==> src/rtl/audio_voice_allocator.sv <==
// audio_voice_allocator: assigns note-on/note-off commands to NVOICES
// oscillator voices. Each accepted command walks through the voices one per
// cycle (SCAN), then applies its result on a single COMMIT edge.
// Optional build macro: AUDIO_VOICE_STEAL_EN. When defined, a note-on that
// finds every voice busy steals the oldest voice. When undefined, that note-on
// is discarded and drop pulses for one cycle.
//
// Handshake: a command transfers on a rising edge where cmd_valid=1 and
// cmd_ready=1. cmd_ready is high only in IDLE. While SCAN/COMMIT run, cmd_valid
// and all cmd_* inputs are ignored.
module audio_voice_allocator #(
  parameter int NVOICES = 4,
  parameter int AGEBITS = 8
) (
  input  logic                    clk,
  input  logic                    rst,
  input  logic                    cmd_valid,
  output logic                    cmd_ready,
  input  logic                    cmd_note_on,
  input  logic [6:0]              cmd_note,
  input  logic [15:0]             cmd_increment,
  input  logic [3:0]              cmd_waveform,
  output logic [16*NVOICES-1:0]   voice_increment,
  output logic [4*NVOICES-1:0]    voice_select,
  output logic [NVOICES-1:0]      voice_gate,
  output logic                    drop,
  output logic [1:0]              dbg_state
);

  localparam int IW = (NVOICES > 1) ? $clog2(NVOICES) : 1;
  localparam logic [IW-1:0] LAST_IDX = IW'(NVOICES - 1);
  localparam logic [AGEBITS-1:0] AGE_MAX = {AGEBITS{1'b1}};

  typedef enum logic [1:0] {
    IDLE   = 2'd0,
    SCAN   = 2'd1,
    COMMIT = 2'd2
  } state_t;

  state_t state_q, state_d;
  logic   accept;

  // Latched command fields
  logic        on_q;
  logic [6:0]  note_q;
  logic [15:0] inc_q;
  logic [3:0]  wf_q;

  // Scan walker and its findings
  logic [IW-1:0] idx_q;
  logic          hit_q;
  logic [IW-1:0] hit_idx_q;
  logic          free_q;
  logic [IW-1:0] free_idx_q;
`ifdef AUDIO_VOICE_STEAL_EN
  logic               old_valid_q;
  logic [IW-1:0]      old_idx_q;
  logic [AGEBITS-1:0] old_age_q;
`endif

  // Per-voice state
  logic [15:0]        v_inc_q  [NVOICES];
  logic [3:0]         v_sel_q  [NVOICES];
  logic [NVOICES-1:0] v_gate_q;
  logic [6:0]         v_note_q [NVOICES];
  logic [AGEBITS-1:0] v_age_q  [NVOICES];
  logic               drop_q;

  // Commit decisions
  logic          do_on;
  logic [IW-1:0] tgt;
  logic          drop_d;

  assign cmd_ready = (state_q == IDLE);
  assign accept    = cmd_ready && cmd_valid;
  assign dbg_state = state_q;
  assign drop      = drop_q;
  assign voice_gate = v_gate_q;

  genvar gi;
  generate
    for (gi = 0; gi < NVOICES; gi++) begin : g_out
      assign voice_increment[16*gi +: 16] = v_inc_q[gi];
      assign voice_select[4*gi +: 4]      = v_sel_q[gi];
    end
  endgenerate

  // FSM state register
  always_ff @(posedge clk) begin
    if (rst) state_q <= IDLE;
    else     state_q <= state_d;
  end

  // FSM next-state logic
  always_comb begin
    state_d = state_q;
    case (state_q)
      IDLE:    if (cmd_valid) state_d = SCAN;
      SCAN:    if (idx_q == LAST_IDX) state_d = COMMIT;
      COMMIT:  state_d = IDLE;
      default: state_d = IDLE;
    endcase
  end

  // Latch the command on accept and walk the voices during SCAN
  always_ff @(posedge clk) begin
    if (rst) begin
      on_q       <= 1'b0;
      note_q     <= '0;
      inc_q      <= '0;
      wf_q       <= '0;
      idx_q      <= '0;
      hit_q      <= 1'b0;
      hit_idx_q  <= '0;
      free_q     <= 1'b0;
      free_idx_q <= '0;
`ifdef AUDIO_VOICE_STEAL_EN
      old_valid_q <= 1'b0;
      old_idx_q   <= '0;
      old_age_q   <= '0;
`endif
    end else if (accept) begin
      on_q       <= cmd_note_on;
      note_q     <= cmd_note;
      inc_q      <= cmd_increment;
      wf_q       <= cmd_waveform;
      idx_q      <= '0;
      hit_q      <= 1'b0;
      free_q     <= 1'b0;
`ifdef AUDIO_VOICE_STEAL_EN
      old_valid_q <= 1'b0;
`endif
    end else if (state_q == SCAN) begin
      // First gated voice holding the same note wins a retrigger
      if (v_gate_q[idx_q] && (v_note_q[idx_q] == note_q) && !hit_q) begin
        hit_q     <= 1'b1;
        hit_idx_q <= idx_q;
      end
      // First ungated voice is the free slot
      if (!v_gate_q[idx_q] && !free_q) begin
        free_q     <= 1'b1;
        free_idx_q <= idx_q;
      end
`ifdef AUDIO_VOICE_STEAL_EN
      // Strictly greater keeps the lowest index on age ties
      if (v_gate_q[idx_q] && (!old_valid_q || (v_age_q[idx_q] > old_age_q))) begin
        old_valid_q <= 1'b1;
        old_idx_q   <= idx_q;
        old_age_q   <= v_age_q[idx_q];
      end
`endif
      if (idx_q != LAST_IDX) idx_q <= idx_q + 1'b1;
    end
  end

  // Pick the note-on target (or decide to drop) from the scan findings
  always_comb begin
    do_on  = 1'b0;
    tgt    = '0;
    drop_d = 1'b0;
    if ((state_q == COMMIT) && on_q) begin
      if (hit_q) begin
        do_on = 1'b1;
        tgt   = hit_idx_q;
      end else if (free_q) begin
        do_on = 1'b1;
        tgt   = free_idx_q;
      end else begin
`ifdef AUDIO_VOICE_STEAL_EN
        do_on = 1'b1;
        tgt   = old_idx_q;
`else
        drop_d = 1'b1;
`endif
      end
    end
  end

  // Voice state update, only on the COMMIT edge
  always_ff @(posedge clk) begin
    if (rst) begin
      v_gate_q <= '0;
      drop_q   <= 1'b0;
      for (int i = 0; i < NVOICES; i++) begin
        v_inc_q[i]  <= '0;
        v_sel_q[i]  <= '0;
        v_note_q[i] <= '0;
        v_age_q[i]  <= '0;
      end
    end else begin
      drop_q <= drop_d;
      if (state_q == COMMIT) begin
        for (int i = 0; i < NVOICES; i++) begin
          if (on_q) begin
            if (do_on && (tgt == IW'(i))) begin
              v_gate_q[i] <= 1'b1;
              v_inc_q[i]  <= inc_q;
              v_sel_q[i]  <= wf_q;
              v_note_q[i] <= note_q;
              v_age_q[i]  <= '0;
            end else if (do_on && v_gate_q[i] && (v_age_q[i] != AGE_MAX)) begin
              v_age_q[i] <= v_age_q[i] + 1'b1;
            end
          end else if (v_gate_q[i] && (v_note_q[i] == note_q)) begin
            // Note-off silences the voice; increment and note are kept
            v_gate_q[i] <= 1'b0;
            v_sel_q[i]  <= '0;
          end
        end
      end
    end
  end

endmodule

==> config.mk <==
export PLATFORM = sky130hd
export DESIGN_NAME = audio_voice_allocator
export DESIGN_NICKNAME = d
export VERILOG_FILES = /design/src/rtl/audio_voice_allocator.sv
export SDC_FILE = /design/constraint.sdc
export NUM_CORES = 1
export LEC_CHECK = 0
export BUFFER_PORTS_ARGS = -buffer_cell sky130_fd_sc_hd__buf_4
export CORE_MARGIN = 2
export CORE_UTILIZATION = 55
export DETAILED_ROUTE_END_ITERATION = 12
export PLACE_DENSITY_LB_ADDON = 0.05
export SLEW_MARGIN = 20
export SYNTH_ARGS = -nofsm -noshare
export SYNTH_HDL_FRONTEND = slang
export SYNTH_SLANG_ARGS = --single-unit
==> constraint.sdc <==
create_clock -name clk -period 2.5 [get_ports clk]
set_input_delay 0.125 -clock clk [delete_from_list [all_inputs] [get_ports clk]]
set_output_delay 0.125 -clock clk [all_outputs]
set_load 0.01 [all_outputs]
==> metrics.txt, run 1 <==
worst hold path class=in -> reg; Pwr per Cell Area=728.0 nW/um^2; CTS buffer count=17; EDFF count, synth=108; syn avg cell area=12.52 um^2; Residual DRC=0; worst slack at placement=0.4095 ns; number of vias per cell=5.331; RSZ-0062 raised after global routing=false; detailed placement HPWL=9.223 mm; Hold Path Stages=3; critical path arrival=2.37 ns; antenna diode count=0; outcome=finished, final reports clean; worst path cell trace=nand3b_1 -> nor2_1 -> and3b_1 -> and2_1; root buf cell=clkbuf_16; Hold EP=dbg_state[0]; # nets final=689; CTS resizes=0; initial antenna violation count=0; Crit. End Element=register; Required @ worst endpoint=2.77 ns; flops & latches, synth=153; fraction of registers with async set/reset=0%; Final setup viols=0; FF-to-FF path depth=4; CTS Sinks=153; Post-CTS Setup Bufs=0; Post-Route WL=14.87 mm; setup TNS=0 ns; max frequency=477.5 MHz; Slowest cell on crit path=and3b_1; Mapped Cells=511; Clk Latency, worst-skew pair=0.42 ns; R2R setup slack=0.41 ns; Multi-input gate area=2077 um^2; max-cap violation count=0; Syn Std Cell Area=6397 um^2; Area Growth Syn to Fin=30.02%; Tmin final=2.094 ns; Die Ht=111.9 um; DR vias=4334; Yosys warnings=0; total core area=11370 um^2; CP startpoint kind=register; hold_sp=cmd_valid; sequential share of the synthesized area=64.78%; number of port buffers=118; Slew headroom=32.01%; Layout fillers=767; fin. max-slew vios=0; Distinct cells, synth=47; Worst-Margin Slew=1.020 ns; Total GRT Usage=24.84%; final worst setup slack=0.4059 ns; Critical path origin=dbg_state[1]; final core occ=73.16%; layout cells sized above 1=26.57%; Hold Buf Count CTS=28; Wirelength per Cell=18.29 um; Top Family by Delay on Critical Path=simple AND/OR/NAND/NOR gates; worst r2r src=dbg_state[1]; fin cells=813; htree depth=4; Initial Utilization=56.27%; std cell rows=39; global route overflow=0; die area=12510 um^2; Most used DFF post-synth=edfxtp_1; Pre-antenna DRT Iters=5; clk slew on worst S/H paths=0.06 ns; largest net degree at the start of global routing=55; Clock Path Buffers=2; Clock Skew=0.01391 ns; CP bufs+invs=0; routability congestion estimate=0.8812; R2R Path End=v_inc_q[1][1]; Leak=3.304 nW; DR iter-0 viols=186; fin crit share=83.76%; WS Path Type=reg -> reg; Storage cell area=4144 um^2; Final ANT Viol Nets=0; final hold vios=0; die width=111.9 um; placed cells=753; vias in the first global route=4379; IO Count=119; Syn Nets=543; crit path max fanout=27; max incr delay on CP=0.86 ns; TritonCTS clock tree=built; Peak VDD IR=0.4197 mV; first-pass GRT wire length=23.63 mm
-- cell families (layout without fill, tap and decap cells) --
kind of cell / Yosys count / after routing / share of synthesized area (%)
buf+inv: 30 / 189 / 2.758
compound gates: 42 / 42 / 3.560
mux: 14 / 14 / 3.520
simple gates: 237 / 237 / 20.54
flops: 153 / 153 / 64.78
xor+xnor: 34 / 34 / 4.655
fa+ha+maj: 1 / 1 / 0.1955
-- area by class of cell --
type / count / area share, %
Tap cell: 143 / 2.151
Multi-Input combinational cell: 328 / 24.97
Sequential cell: 153 / 49.82
Clock inverter: 12 / 2.256
Timing Repair Buffer: 157 / 15.31
Clock buffer: 20 / 5.490
-- worst min-delay path, delay by kind of cell --
kind            cells  cell delay [ns]
buf+inv             1             0.13
simple gates        1             0.09
compound gates      1             0.07
-- power by group --
| group | switching [mW] | total (mW) | internal, mW |
|---|---|---|---|
| combinational | 0.205 | 0.408 | 0.203 |
| sequential | 0.0815 | 2.88 | 2.80 |
| clock | 1.03 | 2.77 | 1.74 |
-- sequential cells by signal, summed over array words and instances, names as in the netlist, named ones only --
name and flops:
v_inc_q 64, free_q 1, wf_q 4, voice_gate 4
idx_q 2, drop 1, v_sel_q 16, hit_idx_q 2
v_note_q 28, on_q 1, inc_q 16, free_idx_q 2
note_q 7, hit_q 1, dbg_state 2
-- synthesized netlist by cell type, types with 4 or more instances --
library cell    n  area [um^2]
nor2_1         16        60.06
dfxtp_1        45        900.9
nand2b_1        5        31.28
nand2_1        66        247.7
xnor2_1        32        280.3
edfxtp_1      108         3243
mux2i_1         6        60.06
nand3_1         6        30.03
clkbuf_2        4        20.02
a21oi_1        33        165.2
nor3_1         10        50.05
and2_1        109        681.9
nand4_1         5        31.28
clkbuf_1       15        56.30
-- placed cells by master (no fill, tap or decap), types with 3 or more instances in the layout --
master / netlist / routed
xnor2_1: 32 / 32
nor3_1: 10 / 10
nor2_1: 16 / 16
clkbuf_16: 0 / 17
and2_1: 109 / 109
edfxtp_1: 108 / 108
dfxtp_1: 45 / 45
nand2_1: 66 / 66
nand2b_1: 5 / 5
mux2i_1: 6 / 6
or2_2: 3 / 3
mux4_2: 3 / 3
inv_6: 0 / 3
a21oi_1: 33 / 33
nand4_1: 5 / 5
nor3b_1: 3 / 3
bufinv_16: 0 / 4
nand3_1: 6 / 6
dlygate4sd3_1: 0 / 28
buf_4: 2 / 127
clkinv_4: 0 / 3
-- per-layer routing --
metal | vias up | part of all wire [%] | wire (um) | GRT usage, %
li1 | 2047 | - | - | -
met1 | 2106 | 42 | 6310 | 32.78
met2 | 164 | 50 | 7500 | 41.01
met3 | 17 | 5.8 | 860 | 5.825
met4 | 0 | 1.4 | 201 | 8.148
met5 | - | 0 | 0 | 0
-- worst max path at each step --
stage / to / slack, ns / depth (start not counted)
2_1_floorplan: v_sel_q[1][0] / 0.47 / 5
3_3_place_gp: v_inc_q[2][11] / 0.46 / 4
3_5_place_dp: v_inc_q[1][14] / 0.41 / 4
4_1_cts: v_inc_q[1][13] / 0.39 / 4
5_1_grt: v_sel_q[2][3] / 0.21 / 4
6_report: v_inc_q[1][1] / 0.41 / 4
-- stage by stage --
stage | power [mW] | hold slack [ns] | cell area [um^2]
floorplan | 3.117 | 0.2610 | 6397
global placement | 3.291 | 0.3702 | 7393
detailed placement | 3.301 | 0.3782 | 7393
CTS | 6.080 | 0.03834 | 8318
global route | 6.247 | 0.07936 | 8318
finish | 6.055 | 0.06301 | 8318
Power figures use the tool's default switching activity.
==> run 2: changes to the inputs <==
==> constraint.sdc (replaced) <==
create_clock -name clk -period 2.17 [get_ports clk]
set_input_delay 0.1085 -clock clk [delete_from_list [all_inputs] [get_ports clk]]
set_output_delay 0.1085 -clock clk [all_outputs]
set_load 0.01 [all_outputs]
==> run 2 against run 1 <==
Net effect: critical path depth grew 1; register-to-register slack lost 0.24 ns; critical path type unchanged; largest power group unchanged; largest cell class unchanged; first-iteration DRC count grew 33%.
==> metrics.txt, run 2 (synthesis results as in run 1) <==
Leak=3.342 nW (was 3.304 nW); hold_sp=cmd_valid (unchanged); Clock Path Buffers=2 (unchanged); Power Total=6.514 mW (was 6.055 mW); Slowest cell on crit path=dfxtp_1 (was and3b_1); DR iter-0 viols=247 (was 186); met1 usage in global routing=31.74% (was 32.78%); Post-Route WL=15.00 mm (was 14.87 mm); worst r2r src=hit_q (was dbg_state[1]); IO Count=119 (unchanged); Residual DRC=0 (unchanged); global route overflow=0 (unchanged); biggest regs=v_inc_q x64, v_note_q x28 (unchanged); fin cells=828 (was 813); WHS=0.008385 ns (was 0.06301 ns); clk slew on worst S/H paths=0.06 ns (about the same); R2R setup slack=0.17 ns (was 0.41 ns); Initial Utilization=56.27% (unchanged); Biggest register=v_inc_q (unchanged); initial antenna violation count=0 (unchanged); worst hold path class=in -> reg (unchanged); R2R Path End=v_sel_q[3][3] (was v_inc_q[1][1]); worst path cell trace=nor2_1 -> a21oi_1 -> buf_4 -> nor3_1 -> or3_1 (was nand3b_1 -> nor2_1 -> and3b_1 -> and2_1); max incr delay on CP=0.53 ns (was 0.86 ns); Area Growth Syn to Fin=30.61% (was 30.02%); Clk Latency, worst-skew pair=0.42 ns (about the same); die width=111.9 um (unchanged); Reg power frac=50.8% (was 47.5%); CTS Sinks=153 (unchanged); DR vias=4345 (was 4334); Pre-antenna DRT Iters=4 (was 5); routability congestion estimate=0.8329 (was 0.8812); max-cap violation count=0 (unchanged); placed cells=768 (was 753); setup TNS=0 ns (unchanged); Die Ht=111.9 um (unchanged); max frequency=500.0 MHz (was 477.5 MHz); Wirelength per Cell=18.11 um (was 18.29 um); Multi-input gate area=2077 um^2 (unchanged); number of vias per cell=5.248 (was 5.331); final worst setup slack=0.1698 ns (was 0.4059 ns); Final ANT Viol Nets=0 (unchanged); largest net degree at the start of global routing=34 (was 55); detailed placement HPWL=9.754 mm (was 9.223 mm); Peak VDD IR=0.5338 mV (was 0.4197 mV); CTS buffer count=17 (unchanged); crit path max fanout=7 (was 27); Final setup viols=0 (unchanged); vias in the first global route=4459 (was 4379); Largest register FFs=64 (unchanged); share of power burned in combinational logic=7.6% (was 6.7%); Slew headroom=48.42% (was 32.01%); fin. max-slew vios=0 (unchanged); CP startpoint kind=register (unchanged); met3 usage=5.879% (was 5.825%); std cell rows=39 (unchanged); Tmin final=2.000 ns (was 2.094 ns); sw frac=22.60% (was 21.74%); FF-to-FF path depth=5 (was 4); Storage cell area=4145 um^2 (was 4144 um^2); worst slack at placement=0.06602 ns (was 0.4095 ns); fin crit share=92.17% (was 83.76%); GRT busiest layer=met2 (unchanged); WS Path Type=reg -> reg (unchanged); Int Pwr=5.042 mW (was 4.739 mW); final hold vios=0 (unchanged); layout cells sized above 1=27.88% (was 26.57%); RSZ-0062 raised after global routing=false (unchanged); root buf cell=clkbuf_16 (unchanged); Layout fillers=782 (was 767); first-pass GRT wire length=23.64 mm (was 23.63 mm); NetSw=1.472 mW (was 1.316 mW); met2 usage=41.82% (was 41.01%); Crit. End Element=register (unchanged); dpl cell area=7535 um^2 (was 7393 um^2); clock power share=41.6% (was 45.7%); final instance area=8356 um^2 (was 8318 um^2); total core area=11370 um^2 (unchanged); antenna diode count=0 (unchanged); Required @ worst endpoint=2.29 ns (was 2.77 ns); Hold Path Stages=3 (unchanged); Total GRT Usage=24.71% (was 24.84%); outcome=finished, final reports clean (unchanged); commonest non-fill, non-tap cell in the layout=buf_4 (unchanged); TritonCTS clock tree=built (unchanged); Clock Skew=0.01980 ns (was 0.01391 ns); Pwr per Cell Area=779.5 nW/um^2 (was 728.0 nW/um^2); number of port buffers=118 (unchanged); final core occ=73.49% (was 73.16%); # nets final=704 (was 689); htree depth=4 (unchanged); critical path arrival=2.12 ns (was 2.37 ns); die area=12510 um^2 (unchanged); Worst-Margin Slew=0.7679 ns (was 1.020 ns); Hold EP=dbg_state[0] (unchanged); most frequent cells in the layout=139 x buf_4, 109 x and2_1, 108 x edfxtp_1, 66 x nand2_1, 44 x dfxtp_1 (was 127 x buf_4, 109 x and2_1, 108 x edfxtp_1, 66 x nand2_1, 45 x dfxtp_1)
## run 2: cell types whose count changed in the layout (fill, tap and decap cells not counted), moves of 2 or more
cell,before,now
buf_12,2,4
buf_4,127,139
bufinv_16,4,1
clkbuf_1,1,3
clkbuf_8,2,0
clkinv_2,0,4
inv_6,3,1
## run 2: power groups by stage
stage	clock, mW	sequential [mW]	combinational [mW]
after CTS	2.72	3.31	0.499
after global placement	0	3.36	0.447
final	2.71	3.31	0.498
after global routing	2.86	3.32	0.534
after floorplan	0	3.36	0.230
after detailed placement	0	3.37	0.454
## run 2: how the worst max path moves through the flow
stage          startpoint              to  slack [ns]  cells past startpoint
6_report            hit_q   v_sel_q[3][3]        0.17                      5
5_1_grt             hit_q  v_inc_q[2][15]        0.03                      5
4_1_cts          register    hit_idx_q[0]        0.04                      6
3_5_place_dp     register    hit_idx_q[0]        0.07                      6
3_3_place_gp        hit_q   v_inc_q[3][6]        0.11                      3
2_1_floorplan       hit_q   v_sel_q[1][0]        0.14                      5
## run 2: layout make-up
class	count	area share, %
clock buffers	20	5.226
flip-flops and latches	153	49.61
clock inverters	12	1.228
multi-input cells	328	24.86
well taps	143	2.141
repair buffers	172	16.94
## run 2: layer usage
layer  vias to the layer above  wire (um)
met5                         -          0
met3                        16        976
met1                      2088       6227
li1                       2078          -
met4                         0        180
met2                       163       7613
## run 2: repair_timing
action	4_1_cts	5_1_grt
hold buffers	28	0
hold endpoints to repair	28	0
setup endpoints to repair	0	3
resized for setup	0	1
setup buffers	0	0
## run 2: critical path, delay by kind of cell (launching register included)
kind	cells	cell delay, ns
DFF	1	0.53
AOI/OAI and AO/OA	1	0.32
buffers and inverters	1	0.20
and+or+nand+nor	3	0.65
==> run 3: changes to the inputs <==
--- a/config.mk
+++ b/config.mk
@@ -6,10 +6,10 @@
 export NUM_CORES = 1
 export LEC_CHECK = 0
 export BUFFER_PORTS_ARGS = -buffer_cell sky130_fd_sc_hd__buf_4
-export CORE_MARGIN = 2
 export CORE_UTILIZATION = 55
 export DETAILED_ROUTE_END_ITERATION = 12
 export PLACE_DENSITY_LB_ADDON = 0.05
+export SETUP_SLACK_MARGIN = 0.4
 export SLEW_MARGIN = 20
 export SYNTH_ARGS = -nofsm -noshare
 export SYNTH_HDL_FRONTEND = slang
==> run 3 against run 2 <==
Net effect: maximum frequency increased by 7.7%; count of clock-buffer cells in the layout increased by 1; sequential share of layout area decreased by 1.2 points; combinational power increased by 4.6%; global-route usage increased by 1.2 points; setup slack improved by 0.14 ns; highest routed layer unchanged; flip-flop and latch count unchanged; clock skew decreased by 0.013 ns; utilization increased by 2.2 points; critical path type unchanged; clock power increased by 7%; non-clock buffer count increased by 12; final area increased by 3.0%.
==> metrics.txt, run 3 (synthesis results as in run 1) <==
fin. max-slew vios=0 (unchanged); vias in the first global route=4253 (was 4459); layout cells sized above 1=32.86% (was 27.88%); Leak=3.453 nW (was 3.342 nW); worst path cell trace=mux2_2 -> and2_2 -> o211ai_1 -> a21o_1 -> o21ai_2 -> a21oi_1 (was nor2_1 -> a21oi_1 -> buf_4 -> nor3_1 -> or3_1); RSZ-0062 raised after global routing=true (was false); clk slew on worst S/H paths=0.06 ns (about the same); clock power share=43.2% (was 41.6%); Final ANT Viol Nets=0 (unchanged); Clock Skew=0.007029 ns (was 0.01980 ns); CTS buffer count=17 (unchanged); initial antenna violation count=0 (unchanged); die width=109.9 um (was 111.9 um); Pre-antenna DRT Iters=4 (unchanged); number of port buffers=118 (unchanged); Hold EP=free_idx_q[1] (was dbg_state[0]); Largest register FFs=64 (unchanged); Post-Route WL=15.15 mm (was 15.00 mm); number of vias per cell=5.265 (was 5.248); biggest regs=v_inc_q x64, v_note_q x28 (unchanged); Worst-Margin Slew=0.4303 ns (was 0.7679 ns); Crit. End Element=register (unchanged); NetSw=1.534 mW (was 1.472 mW); Clock Path Buffers=2 (unchanged); most frequent cells in the layout=147 x buf_4, 109 x and2_1, 108 x edfxtp_1, 65 x nand2_1, 36 x dfxtp_1 (was 139 x buf_4, 109 x and2_1, 108 x edfxtp_1, 66 x nand2_1, 44 x dfxtp_1); total core area=11370 um^2 (unchanged); worst hold path class=in -> reg (unchanged); Peak VDD IR=0.5473 mV (was 0.5338 mV); CTS Sinks=153 (unchanged); Top Family by Delay on Critical Path=compound AO/OA/AOI/OAI gates (was simple AND/OR/NAND/NOR gates); Int Pwr=5.201 mW (was 5.042 mW); Tmin final=1.857 ns (was 2.000 ns); final core occ=75.68% (was 73.49%); R2R setup slack=0.31 ns (was 0.17 ns); Multi-input gate area=2140 um^2 (was 2077 um^2); max incr delay on CP=0.42 ns (was 0.53 ns); R2R Path End=hit_idx_q[0] (was v_sel_q[3][3]); max-cap violation count=0 (unchanged); Required @ worst endpoint=2.50 ns (was 2.29 ns); Area Growth Syn to Fin=34.50% (was 30.61%); DR vias=4423 (was 4345); FF-to-FF path depth=6 (was 5); Wirelength per Cell=18.04 um (was 18.11 um); WS Path Type=reg -> reg (unchanged); die area=12070 um^2 (was 12510 um^2); critical path arrival=2.19 ns (was 2.12 ns); DR iter-0 viols=262 (was 247); final hold vios=0 (unchanged); antenna diode count=0 (unchanged); sw frac=22.78% (was 22.60%); Biggest register=v_inc_q (unchanged); Total GRT Usage=25.91% (was 24.71%); fin crit share=85.56% (was 92.17%); Hold Path Stages=2 (was 3); Clk Latency, worst-skew pair=0.41 ns (was 0.42 ns); Reg power frac=49.1% (was 50.8%); # nets final=716 (was 704); Slew headroom=71.31% (was 48.42%); global route overflow=0 (unchanged); crit path max fanout=8 (was 7); max frequency=538.6 MHz (was 500.0 MHz); outcome=finished, final reports clean (unchanged); Storage cell area=4165 um^2 (was 4145 um^2); Final setup viols=0 (unchanged); TritonCTS clock tree=built (unchanged); CP bufs+invs=0 (was 1); detailed placement HPWL=9.496 mm (was 9.754 mm); share of power burned in combinational logic=7.7% (was 7.6%); hold_sp=rst (was cmd_valid); IO Count=119 (unchanged); htree depth=4 (unchanged); setup TNS=0 ns (unchanged); Slowest cell on crit path=dfxtp_4 (was dfxtp_1); largest net degree at the start of global routing=38 (was 34); CP startpoint kind=register (unchanged); first-pass GRT wire length=22.40 mm (was 23.64 mm); Layout fillers=754 (was 782); Pwr per Cell Area=782.7 nW/um^2 (was 779.5 nW/um^2); routability congestion estimate=0.8389 (was 0.8329); std cell rows=39 (unchanged); Residual DRC=0 (unchanged); commonest non-fill, non-tap cell in the layout=buf_4 (unchanged); root buf cell=clkbuf_16 (unchanged); Initial Utilization=56.27% (unchanged); Die Ht=109.9 um (was 111.9 um)
-- run 3: worst max-delay path by stage --
stage / slack (ns) / depth (start not counted) / to
CTS: 0.36 / 6 / hit_idx_q[0]
global route: 0.21 / 7 / hit_idx_q[0]
detailed placement: 0.09 / 6 / hit_idx_q[0]
floorplan: 0.43 / 5 / v_inc_q[0][0]
finish: 0.31 / 6 / hit_idx_q[0]
global placement: 0.13 / 3 / v_note_q[3][0]
-- run 3: routing by layer --
metal | share of wire [%] | up-vias | track usage [%]
met2 | 50 | 149 | 43.26
met4 | 2.5 | 0 | 11.24
li1 | - | 2106 | -
met3 | 5.9 | 35 | 5.631
met5 | 0 | - | 0
met1 | 41 | 2133 | 32.45
-- run 3: area by class of cell --
type                            count  share of cell area [%]
Multi-Input combinational cell    328                   24.87
Sequential cell                   153                   48.41
Clock inverter                     11                   1.280
Timing Repair Buffer              184                   17.78
Tap cell                          143                   2.079
Clock buffer                       21                   5.584
-- run 3: timing repair --
item / 4_1_cts / 5_1_grt
setup endpoints to repair: 183 / 171
hold buffers: 29 / 0
pin swaps: 2 / 3
endpoints found under the hold margin: 29 / 0
buffers inserted: 5 / 10
gates resized for setup: 19 / 11
-- run 3: power by group through the flow --
stage / logic (mW) / clock network (mW) / registers, mW
floorplan: 0.232 / 0 / 3.36
global placement: 0.447 / 0 / 3.36
detailed placement: 0.456 / 0 / 3.37
CTS: 0.514 / 2.93 / 3.31
global route: 0.562 / 3.05 / 3.32
finish: 0.521 / 2.91 / 3.31
-- run 3: metrics by stage --
step           hold WS (ns)  std cells  area, um^2  setup WS [ns]  power [mW]
4_1_cts             0.09764        830        8493         0.3641       6.748
3_5_place_dp         0.3631        764        7540        0.09372       3.824
2_1_floorplan        0.2445        511        6407         0.4331       3.592
3_3_place_gp         0.3571        763        7528         0.1317       3.810
5_1_grt              0.1246        840        8605         0.2137       6.935
6_report             0.1103        840        8605         0.3133       6.735
